$ cat src/rtl/alu_cmd_sequencer.sv
// alu_cmd_sequencer: valid/ready command wrapper around a combinational ALU; SEQ_STICKY_FLAGS_EN adds sticky {err,un,of}.
// Latency: result valid one cycle after accept; a held result stalls new commands until res_ready.
module alu_cmd_sequencer #(
  parameter int WIDTH = 4,
  parameter int OPW   = 4,
  parameter int CNTW  = 8
) (
  input  logic             clk,
  input  logic             rst,
  input  logic             cmd_valid,
  output logic             cmd_ready,
  input  logic [WIDTH-1:0] cmd_a,
  input  logic [WIDTH-1:0] cmd_b,
  input  logic [OPW-1:0]   cmd_op,
  output logic [WIDTH-1:0] alu_a,
  output logic [WIDTH-1:0] alu_b,
  output logic [OPW-1:0]   alu_op,
  input  logic [WIDTH-1:0] alu_out,
  input  logic             alu_of,
  input  logic             alu_un,
  input  logic             alu_err,
  input  logic             alu_zero,
  output logic             res_valid,
  input  logic             res_ready,
  output logic [WIDTH-1:0] res_data,
  output logic [3:0]       res_flags,
  output logic             busy,
  output logic [CNTW-1:0]  cmd_count
`ifdef SEQ_STICKY_FLAGS_EN
  ,
  output logic [2:0]       sticky_flags,
  input  logic             sticky_clr
`endif
);

  typedef enum logic [1:0] {
    IDLE = 2'd0,
    EXEC = 2'd1,
    DONE = 2'd2
  } state_t;

  state_t           state_q, state_d;
  logic [WIDTH-1:0] alu_a_q, alu_a_d;
  logic [WIDTH-1:0] alu_b_q, alu_b_d;
  logic [OPW-1:0]   alu_op_q, alu_op_d;
  logic [WIDTH-1:0] res_data_q, res_data_d;
  logic [3:0]       res_flags_q, res_flags_d;
  logic [CNTW-1:0]  cmd_count_q, cmd_count_d;
`ifdef SEQ_STICKY_FLAGS_EN
  logic [2:0]       sticky_q, sticky_d;
`endif

  always_comb begin
    state_d     = state_q;
    alu_a_d     = alu_a_q;
    alu_b_d     = alu_b_q;
    alu_op_d    = alu_op_q;
    res_data_d  = res_data_q;
    res_flags_d = res_flags_q;
    cmd_count_d = cmd_count_q;
    cmd_ready   = 1'b0;
`ifdef SEQ_STICKY_FLAGS_EN
    sticky_d    = sticky_clr ? 3'b000 : sticky_q;
`endif

    case (state_q)
      IDLE: begin
        cmd_ready = 1'b1;
        if (cmd_valid) begin
          alu_a_d  = cmd_a;
          alu_b_d  = cmd_b;
          alu_op_d = cmd_op;
          state_d  = EXEC;
        end
      end
      EXEC: begin
        res_data_d  = alu_out;
        res_flags_d = {alu_err, alu_un, alu_of, alu_zero};
`ifdef SEQ_STICKY_FLAGS_EN
        // A capture in the same cycle as a clear survives the clear.
        sticky_d    = sticky_d | {alu_err, alu_un, alu_of};
`endif
        state_d     = DONE;
      end
      DONE: begin
        cmd_ready = res_ready;
        if (res_ready) begin
          cmd_count_d = cmd_count_q + CNTW'(1);
          if (cmd_valid) begin
            alu_a_d  = cmd_a;
            alu_b_d  = cmd_b;
            alu_op_d = cmd_op;
            state_d  = EXEC;
          end else begin
            state_d  = IDLE;
          end
        end
      end
      default: state_d = IDLE;
    endcase

    if (rst) cmd_ready = 1'b0;
  end

  always_ff @(posedge clk) begin
    if (rst) begin
      state_q     <= IDLE;
      alu_a_q     <= '0;
      alu_b_q     <= '0;
      alu_op_q    <= '0;
      res_data_q  <= '0;
      res_flags_q <= '0;
      cmd_count_q <= '0;
`ifdef SEQ_STICKY_FLAGS_EN
      sticky_q    <= '0;
`endif
    end else begin
      state_q     <= state_d;
      alu_a_q     <= alu_a_d;
      alu_b_q     <= alu_b_d;
      alu_op_q    <= alu_op_d;
      res_data_q  <= res_data_d;
      res_flags_q <= res_flags_d;
      cmd_count_q <= cmd_count_d;
`ifdef SEQ_STICKY_FLAGS_EN
      sticky_q    <= sticky_d;
`endif
    end
  end

  assign alu_a     = alu_a_q;
  assign alu_b     = alu_b_q;
  assign alu_op    = alu_op_q;
  assign res_valid = (state_q == DONE);
  assign res_data  = res_data_q;
  assign res_flags = res_flags_q;
  assign busy      = (state_q != IDLE);
  assign cmd_count = cmd_count_q;
`ifdef SEQ_STICKY_FLAGS_EN
  assign sticky_flags = sticky_q;
`endif

endmodule

$ cat config.mk
export PLATFORM = sky130hd
export DESIGN_NAME = alu_cmd_sequencer
export DESIGN_NICKNAME = d
export VERILOG_FILES = /design/src/rtl/alu_cmd_sequencer.sv
export SDC_FILE = /design/constraint.sdc
export NUM_CORES = 1
export LEC_CHECK = 0
export CORE_AREA = 4 4 57 59
export CTS_CLUSTER_DIAMETER = 200
export DETAILED_ROUTE_END_ITERATION = 10
export DIE_AREA = 0 0 61 63
export DONT_BUFFER_PORTS = 1
export HOLD_SLACK_MARGIN = 0.08
export PLACE_DENSITY = 0.71
export REMOVE_ABC_BUFFERS = 1
export SLEW_MARGIN = 10
export SYNTH_ARGS = -nofsm -noshare
export SYNTH_HDL_FRONTEND = slang
export SYNTH_SLANG_ARGS = --single-unit
$ cat constraint.sdc
create_clock -name clk -period 1.15 [get_ports clk]
set_input_delay 0.23 -clock clk [delete_from_list [all_inputs] [get_ports clk]]
set_output_delay 0.23 -clock clk [all_outputs]
set_load 0.01 [all_outputs]
---- Yosys cells after proc, flatten, opt, wreduce, memory -nomap -nowiden ----
Index checks and enable logic that the tools add are counted.
cells by class
  add/sub/neg operators ................... 1
  equality and inequality tests ........... 4
  multiplexer cells ....................... 15
  reductions and logical operators ........ 6
operators by type and width
  kind                                                 count
  two-way mux 4 bit                                    6
  one-hot mux 4 bit (2 select lines)                   3
  adder 8 x 1 -> 8 bit, second input constant          1
  one-hot mux 2 bit (3 select lines)                   1
  AND reduction 2 bit                                  3
  two-way mux 2 bit                                    2
  nonzero test 2 bit                                   2
  equality test 2 x 1 -> 1 bit, second input constant  1
  equality test 2 bit, second input constant           1
  logical NOT 2 bit                                    1
  two-way mux 1 bit                                    2
  != test 2 x 1 -> 1 bit, second input constant        1
  != test 2 bit, second input constant                 1
  one-hot mux 1 bit (2 select lines)                   1
storage, ports and cells
  flip-flop bits (word level) ............. 30
  input bits .............................. 24

---- Logic depth before layout (Yosys ltp) ----
Gate-level depths: netlist (run 1).
  depth after elaboration ................. 3
  depth in mapped cells ................... 5
  gate-level depth less buffers ........... 4

---- Worst setup path before layout (run 1) ----
No wires, ideal clock.
  kind .................................... register -> output
  from .................................... register state_q[1]
  to ...................................... output cmd_ready
  arrival ................................. 1045 ps
  data required time ...................... 920 ps
  setup slack ............................. -125 ps
  stages on the path, launching flop included .. 5
  cells stage by stage .................... dfxtp_1 buf_6 and2b_1 buf_2 nor3_1
on the way
  longest elaborated chain between the ends .. 3
  elaborated cells on any way between the ends .. 4
RTL lines
  what                                                      RTL line  source
  start: declaration                                        42        state_t state_q, state_d;
  start signal: assignment                                  118       state_q <= state_d;
  equality test 2 bit or logical NOT 2 bit (tied branches)  66        case (state_q)
  one-hot mux 1 bit (2 select lines) *                      66
  two-way mux 1 bit *                                       102       if (rst) cmd_ready = 1'b0;
  end: declaration                                          11        output logic cmd_ready,
Every way passes the cells marked *; elsewhere a longest branch is shown, timed or not.

---- Worst setup path after layout (run 1) ----
  from .................................... register state_q[1]
  to ...................................... register alu_b_q[3], in the netlist alu_b[3]
on the way
  longest elaborated chain between the ends .. 3
  elaborated cells on any way between the ends .. 6
RTL lines
  what                                                                           RTL line  source
  equality test 2 bit or logical NOT 2 bit (tied branches)                       66
  != test 2 x 1 -> 1 bit (no source line) or nonzero test 2 bit (tied branches)  --
  AND reduction 2 bit (no source line)                                           --
  end signal: assignment                                                         120       alu_b_q <= alu_b_d;
  end: declaration                                                               44        logic [WIDTH-1:0] alu_b_q, alu_b_d;
Parallel ways exist; a longest one is shown, timed or not.
A chain may end at the register's enable or synchronous reset.

==> results.tsv, run 1 <==
stage	metric	value	unit
synthesis	yosys_register_bits	30	
grt	grtUsageTotal	18.12	%
synthesis	syn_avg_cell_area	8.878	um2
timing	fin_crit_sh	123.2	%
routing	wire_per_inst	18.96	um
hold_path	hold_start	rst	
cts	cts_tree	done	
worst_setup_path	r2r.worst_path.cells	6	
job	maxCapViolations	0	
worst_setup_path	worstSetupPathType	register to register	
routing	route.detailed.drc	0	
grt	grt_pass1_vias	1173	
worst_setup_path	r2r_slack	-270	ps
timing	finalSetupViolations	20	
synthesis	async_reset_ff_share	0	%
timing	final_hold_viol_count	30	
place	gp_congestion	0.7788	
floorplanning	die_area	3843	um2
worst_setup_path	cp-end-kind	register	
hold_path	hp-class	input port to register	
synthesis	synth_cell_types	28	
synthesis	synth.area.top_cells	dfxtp_1 (46%), nand4b_1 (10%), a21oi_1 (9.6%)	
power	power_density	1075	nW/um2
routing	drt_pre_antenna_iters	4	
cts	ctsRootBufferMaster	clkbuf_4	
cells_and_area	antennaDiodeCount	0	
cells_and_area	fin_nets	194	
power	pwr-share-seq	57.3	%
worst_setup_path	r2r_end	alu_b[3]	
power	vdd_drop_max	1.119	mV
worst_setup_path	path_max_fanout	5	
run_status	status	finished with violations	
timing	min_period	1417	ps
timing	timing.fmax	705.7	MHz
timing	rsz0062_at_grt	true	
cells_and_area	area_growth	42.09	%
timing	setup_ws	-267.0	ps
routing	vias	1225	
power	pwr-share-comb	13.4	%
cells_and_area	final_cell_count_no_fill	200	
synthesis	yosysWarnings	0	
synthesis	synth-edff-count	0	
grt	grt-ovfl-total	0	
place	placed_area	1450	um2
run_status	violations	negative hold slack, negative setup slack	
floorplanning	die_w	61	um
grt	antenna_found_initial	0	
worst_setup_path	rr_startpoint	state_q[1]	
grt	grt_max_degree	32	
cts	clockBufferDepth	2	
power	leakage	0.0006587	uW
synthesis	synth_area	1305	um2
hold_path	hold_depth	1	
floorplanning	initial_core_util	48.15	%
timing	slew_viol_final	0	
place	dpl_worst_slack	-132.0	ps
cells_and_area	drive_gt1_share	39.64	%
floorplanning	die_h	63	um
timing	tightestPinTransition	934.1	ps
cts	clk_latency	340	ps
place	dp_cells	185	
cts	cts_sinks	30	
place	dp_hpwl	2212	um
worst_setup_path	start_kind	register	
routing	detail-route-antenna-nets	0	
floorplanning	core-area	2710	um2
floorplanning	io_pins	55	
cells_and_area	final_cell_area	1854	um2
routing	finalWirelength	3792	um
routing	via_per_inst	6.125	
cts	cts-buffers-inserted	5	
timing	final.setup.tns	-3702	ps
floorplanning	num_rows	19	
timing	hold_ws	-66.47	ps
synthesis	synth_ff_type	dfxtp_1	
power	intPower	1446	uW
routing	drt_iter0_markers	99	
power	swShare	27.45	%
synthesis	synth_cells	147	
synthesis	yosysTopAreaCellShare	46.02	%
synthesis	yosys.area.top_type	dfxtp_1	
worst_setup_path	cp.arrival	1640	ps
worst_setup_path	crit_required	1370	ps
cts	clkTransAtPathRegs	100	ps
hold_path	min_to	cmd_count[5]	
cts	htree_levels	2	
power	p_sw	547.0	uW
timing	slew_headroom	37.66	%
synthesis	ys_seq_area_share	46.02	%
place	port_buffers	0	
timing	fin_skew	13.50	ps
power	power_frac_clock	29.2	%
grt	grt_pass1_wl	5250	um
-- critical path, cell delays in order, from the launching register on --
cell	delay, ps
dfxtp_4	360
and2b_2	220
buf_4	140
buf_6	120
clkbuf_16	160
o31ai_2	200
a21oi_1	100
-- final cells by class --
type                            count  area, um2
Fill cell                         219      855.8
Multi-Input combinational cell    103      843.3
Sequential cell                    30      623.1
Timing Repair Buffer               28      300.3
Clock buffer                        7      45.04
Tap cell                           31      38.79
Inverter                            1      3.754
-- repair_timing --
action	4_1_cts	5_1_grt
pin swaps	11	17
endpoints found under the hold margin	30	30
gates cloned	0	3
buffers inserted	3	3
endpoints found under the setup margin	26	35
resized for setup	25	37
-- power by group through the flow --
stage | Sequential, uW | Combinational [uW] | Clock, uW
after global routing | 1150 | 292 | 669
after global placement | 1160 | 157 | 0
final | 1140 | 268 | 583
after floorplan | 1160 | 103 | 0
after detailed placement | 1160 | 164 | 0
after CTS | 1130 | 197 | 583
-- cells by family after synthesis --
group / synth area share (%)
AO/OA/AOI/OAI: 19.18
XOR/XNOR: 1.343
adder cells (fa/ha/maj): 0.9586
buffers and inverters: 5.177
flip-flops: 46.02
multiplexers: 0.7670
AND/OR/NAND/NOR: 26.56
-- per-stage QoR --
| step | util (%) | hold slack [ps] | total power [uW] |
|---|---|---|---|
| 5_1_grt | 68.42 | -93.71 | 2110 |
| 6_report | 68.42 | -66.47 | 1993 |
| 3_5_place_dp | 53.51 | 304.8 | 1327 |
| 4_1_cts | 58.73 | -55.45 | 1914 |
| 3_3_place_gp | 53.51 | 303.4 | 1317 |
| 2_1_floorplan | - | 299.1 | 1266 |
-- state kept, by name, summed over array words and instances, names as in the netlist --
name / cells
alu_b: 4
res_flags: 4
state_q: 2
cmd_count: 8
alu_op: 4
alu_a: 4
res_data: 4
-- metal layers --
metal	part of all wire (%)	GRT usage, %	routed length (um)	vias to the layer above
li1	-	-	-	586
met1	36	19.95	1384	589
met2	54	29.81	2060	44
met3	7.9	8.884	300	6
met4	1.2	5.691	47	0
met5	0	0	0	-
-- cells in the mapped netlist, types with 2 or more instances --
library cell and n:
a21oi_1 25, nor2_1 4, or3_1 4, xor2_1 2, nand4_1 3, dfxtp_1 30, and2b_1 2, o21ai_0 4
buf_2 3, clkbuf_1 10, nand2_1 17, nand4b_1 15, o31ai_1 13
-- cells in the final DEF, fill, tap and decap left out, types with 3 or more instances in the layout --
master,instances
a21oi_1,22
dfxtp_1,22
nand2_1,17
buf_4,16
nand4b_1,15
o31ai_4,9
buf_6,8
clkbuf_4,5
dfxtp_4,5
o21ai_0,4
or3_1,4
nor2_1,4
nand4_1,3
a21oi_2,3
dfxtp_2,3
-- worst max path at each step --
stage	startpoint	to	depth (start not counted)
final	state_q[1]	alu_b[3]	6
after global routing	state_q[1]	alu_b[2]	6
after CTS	state_q[0]	cmd_ready	3
after detailed placement	state_q[1]	cmd_count[7]	3
after global placement	state_q[1]	cmd_count[7]	3
after floorplan	state_q[0]	cmd_count[7]	3
Note: power is estimated with default switching activity, not from simulation.
==> run 2: changes to the inputs <==
==> constraint.sdc (replaced) <==
create_clock -name clk -period 1.15 [get_ports clk]
set_input_delay 0.0575 -clock clk [delete_from_list [all_inputs] [get_ports clk]]
set_output_delay 0.0575 -clock clk [all_outputs]
set_load 0.01 [all_outputs]
==> run 2 against run 1 <==
  * The flow still finishes with violations (negative hold slack, negative setup slack)
  * Via count increased by 4.5%
  * Non-clock buffer count increased by 19
  * Cell area increased by 3.8%
  * Die area unchanged
  * Largest cell class unchanged
  * Sequential share of layout area decreased by 1.1 points
  * Worst hold slack improved by 57 ps
  * Combinational power increased by 12%
  * Flip-flop and latch count unchanged
  * Core utilization increased by 2.6 points
  * Setup slack improved by 180 ps
  * Critical path depth decreased by 3
==> results.tsv, run 2 (synthesis gave the netlist of run 1 again) <==
stage	metric	value	unit
worst_setup_path	r2r_slack	-90	ps
cts	clockBufferDepth	2	
worst_setup_path	cp-end-kind	register	
timing	slew_headroom	58.56	%
timing	rsz0062_at_grt	true	
cells_and_area	area_growth	47.56	%
routing	finalWirelength	3774	um
timing	final_hold_viol_count	1	
routing	route.detailed.drc	0	
routing	wire_per_inst	17.31	um
timing	min_period	1238	ps
grt	grt_pass1_vias	1119	
floorplanning	die_h	63	um
hold_path	hp-class	input port to register	
cts	htree_levels	2	
worst_setup_path	cp_slowest_cell	or3_1	
timing	fin_crit_sh	107.6	%
place	placed_area	1415	um2
power	pwr-share-seq	56.9	%
routing	via_per_inst	5.872	
cells_and_area	drive_gt1_share	34.22	%
cells_and_area	final_cell_area	1926	um2
routing	drt_pre_antenna_iters	4	
worst_setup_path	cp.arrival	1500	ps
cts	cts-buffers-inserted	5	
routing	drt_iter0_markers	71	
power	vdd_drop_max	0.8845	mV
floorplanning	io_pins	55	
worst_setup_path	start_kind	register	
power	power_frac_clock	28.2	%
timing	fin_skew	8.221	ps
job	maxCapViolations	0	
routing	vias	1280	
power	pwr-share-comb	15.0	%
worst_setup_path	slowest_delay	430	ps
cts	cts_sinks	30	
worst_setup_path	critical_path.startpoint	state_q[0]	
floorplanning	core-area	2710	um2
timing	tightestPinTransition	620.9	ps
run_status	violations	negative hold slack, negative setup slack	
grt	grt-ovfl-total	0	
worst_setup_path	path_max_fanout	6	
power	intPower	1463	uW
timing	timing.fmax	808.0	MHz
worst_setup_path	r2r_end	cmd_count[6]	
timing	finalSetupViolations	6	
floorplanning	num_rows	19	
worst_setup_path	crit_required	1410	ps
grt	antenna_found_initial	0	
cts	clkTransAtPathRegs	90	ps
timing	hold_ws	-9.360	ps
worst_setup_path	crit_end	cmd_count[6]	
worst_setup_path	crit_family	simple AND/OR/NAND/NOR gates	
power	power_density	1036	nW/um2
cells_and_area	postLayoutCoreUtil	71.05	%
cells_and_area	fin_nets	212	
grt	grt_pass1_wl	5168	um
power	p_sw	532.8	uW
power	swShare	26.70	%
cts	cts_tree	done	
worst_setup_path	rr_startpoint	state_q[0]	
timing	slew_viol_final	0	
worst_setup_path	critPathBufInv	0	
worst_setup_path	crit_cells	3	
cells_and_area	antennaDiodeCount	0	
cts	clk_latency	320	ps
floorplanning	initial_core_util	48.15	%
place	gp_congestion	0.7616	
floorplanning	die_area	3843	um2
timing	setup_ws	-87.68	ps
worst_setup_path	worstSetupPathType	register to register	
grt	grt_max_degree	32	
run_status	status	finished with violations	
cells_and_area	largest_reg_flops	8	
worst_setup_path	r2r.worst_path.cells	3	
cells_and_area	final_cell_mix	dfxtp_1 (22), dlygate4sd3_1 (22), a21oi_1 (21)	
cts	ctsRootBufferMaster	clkbuf_4	
power	leakage	0.0007063	uW
worst_setup_path	path_cells	nand4b_1 -> or3_1 -> a21oi_2	
routing	detail-route-antenna-nets	0	
floorplanning	die_w	61	um
place	dp_hpwl	2237	um
grt	grtUsageTotal	17.69	%
place	port_buffers	0	
## run 2: cell types whose count changed in the layout (fill, tap and decap cells not counted), moves of 2 or more
cell / change
dlygate4sd3_1: +22
clkbuf_16: -2
o31ai_2: +10
buf_6: -4
buf_4: +2
o31ai_4: -9
## run 2: timing repair
action	4_1_cts	5_1_grt
pin swaps	6	5
endpoints found under the hold margin	30	30
buffers inserted	3	3
gates resized for setup	21	31
endpoints found under the setup margin	29	28
## run 2: layout make-up
cell class	count	area [um2]
sequential	30	625.6
multi-input combinational	102	757.0
fill	204	784.5
timing repair buffer	47	455.4
inverter	1	3.754
clock buffer	7	45.04
tap	31	38.79
## run 2: worst min-delay path, delay by kind of cell
family	cells	cell delay (ps)
compound gates	1	50
simple gates	2	170
## run 2: worst min-delay path by stage
| stage | startpoint | end | slack (ps) | cells past startpoint |
|---|---|---|---|---|
| final | res_ready | cmd_count[4] | -9 | 3 |
| after global routing | res_ready | cmd_count[4] | -20 | 3 |
| after CTS | rst | cmd_count[0] | -230 | 1 |
| after detailed placement | rst | res_flags[3] | 130 | 1 |
| after global placement | rst | alu_op[2] | 130 | 1 |
| after floorplan | rst | alu_a[0] | 130 | 1 |
## run 2: layer usage
layer / share of wire (%) / track usage (%)
met2: 50 / 30.21
met1: 40 / 18.24
met3: 9.3 / 8.884
met4: 1.1 / 5.691
met5: 0 / 0
## run 2: power groups by stage
stage	combinational (uW)	sequential (uW)	clock [uW]
finish	299	1130	562
global route	325	1140	641
CTS	174	1140	580
detailed placement	159	1160	0
global placement	150	1160	0
floorplan	103	1160	0
## run 2: stage by stage
step | hold slack (ps) | total power (uW) | setup slack (ps) | setup TNS [ps] | std cells
after CTS | -229.2 | 1889 | -94.75 | -265.7 | 192
after detailed placement | 131.8 | 1322 | -130.6 | -1655 | 182
after global routing | -17.57 | 2108 | -138.7 | -754.7 | 218
final | -9.360 | 1996 | -87.68 | -291.0 | 218
after global placement | 130.6 | 1310 | -66.31 | -465.0 | 182
after floorplan | 126.6 | 1266 | -290.8 | -2613 | 133
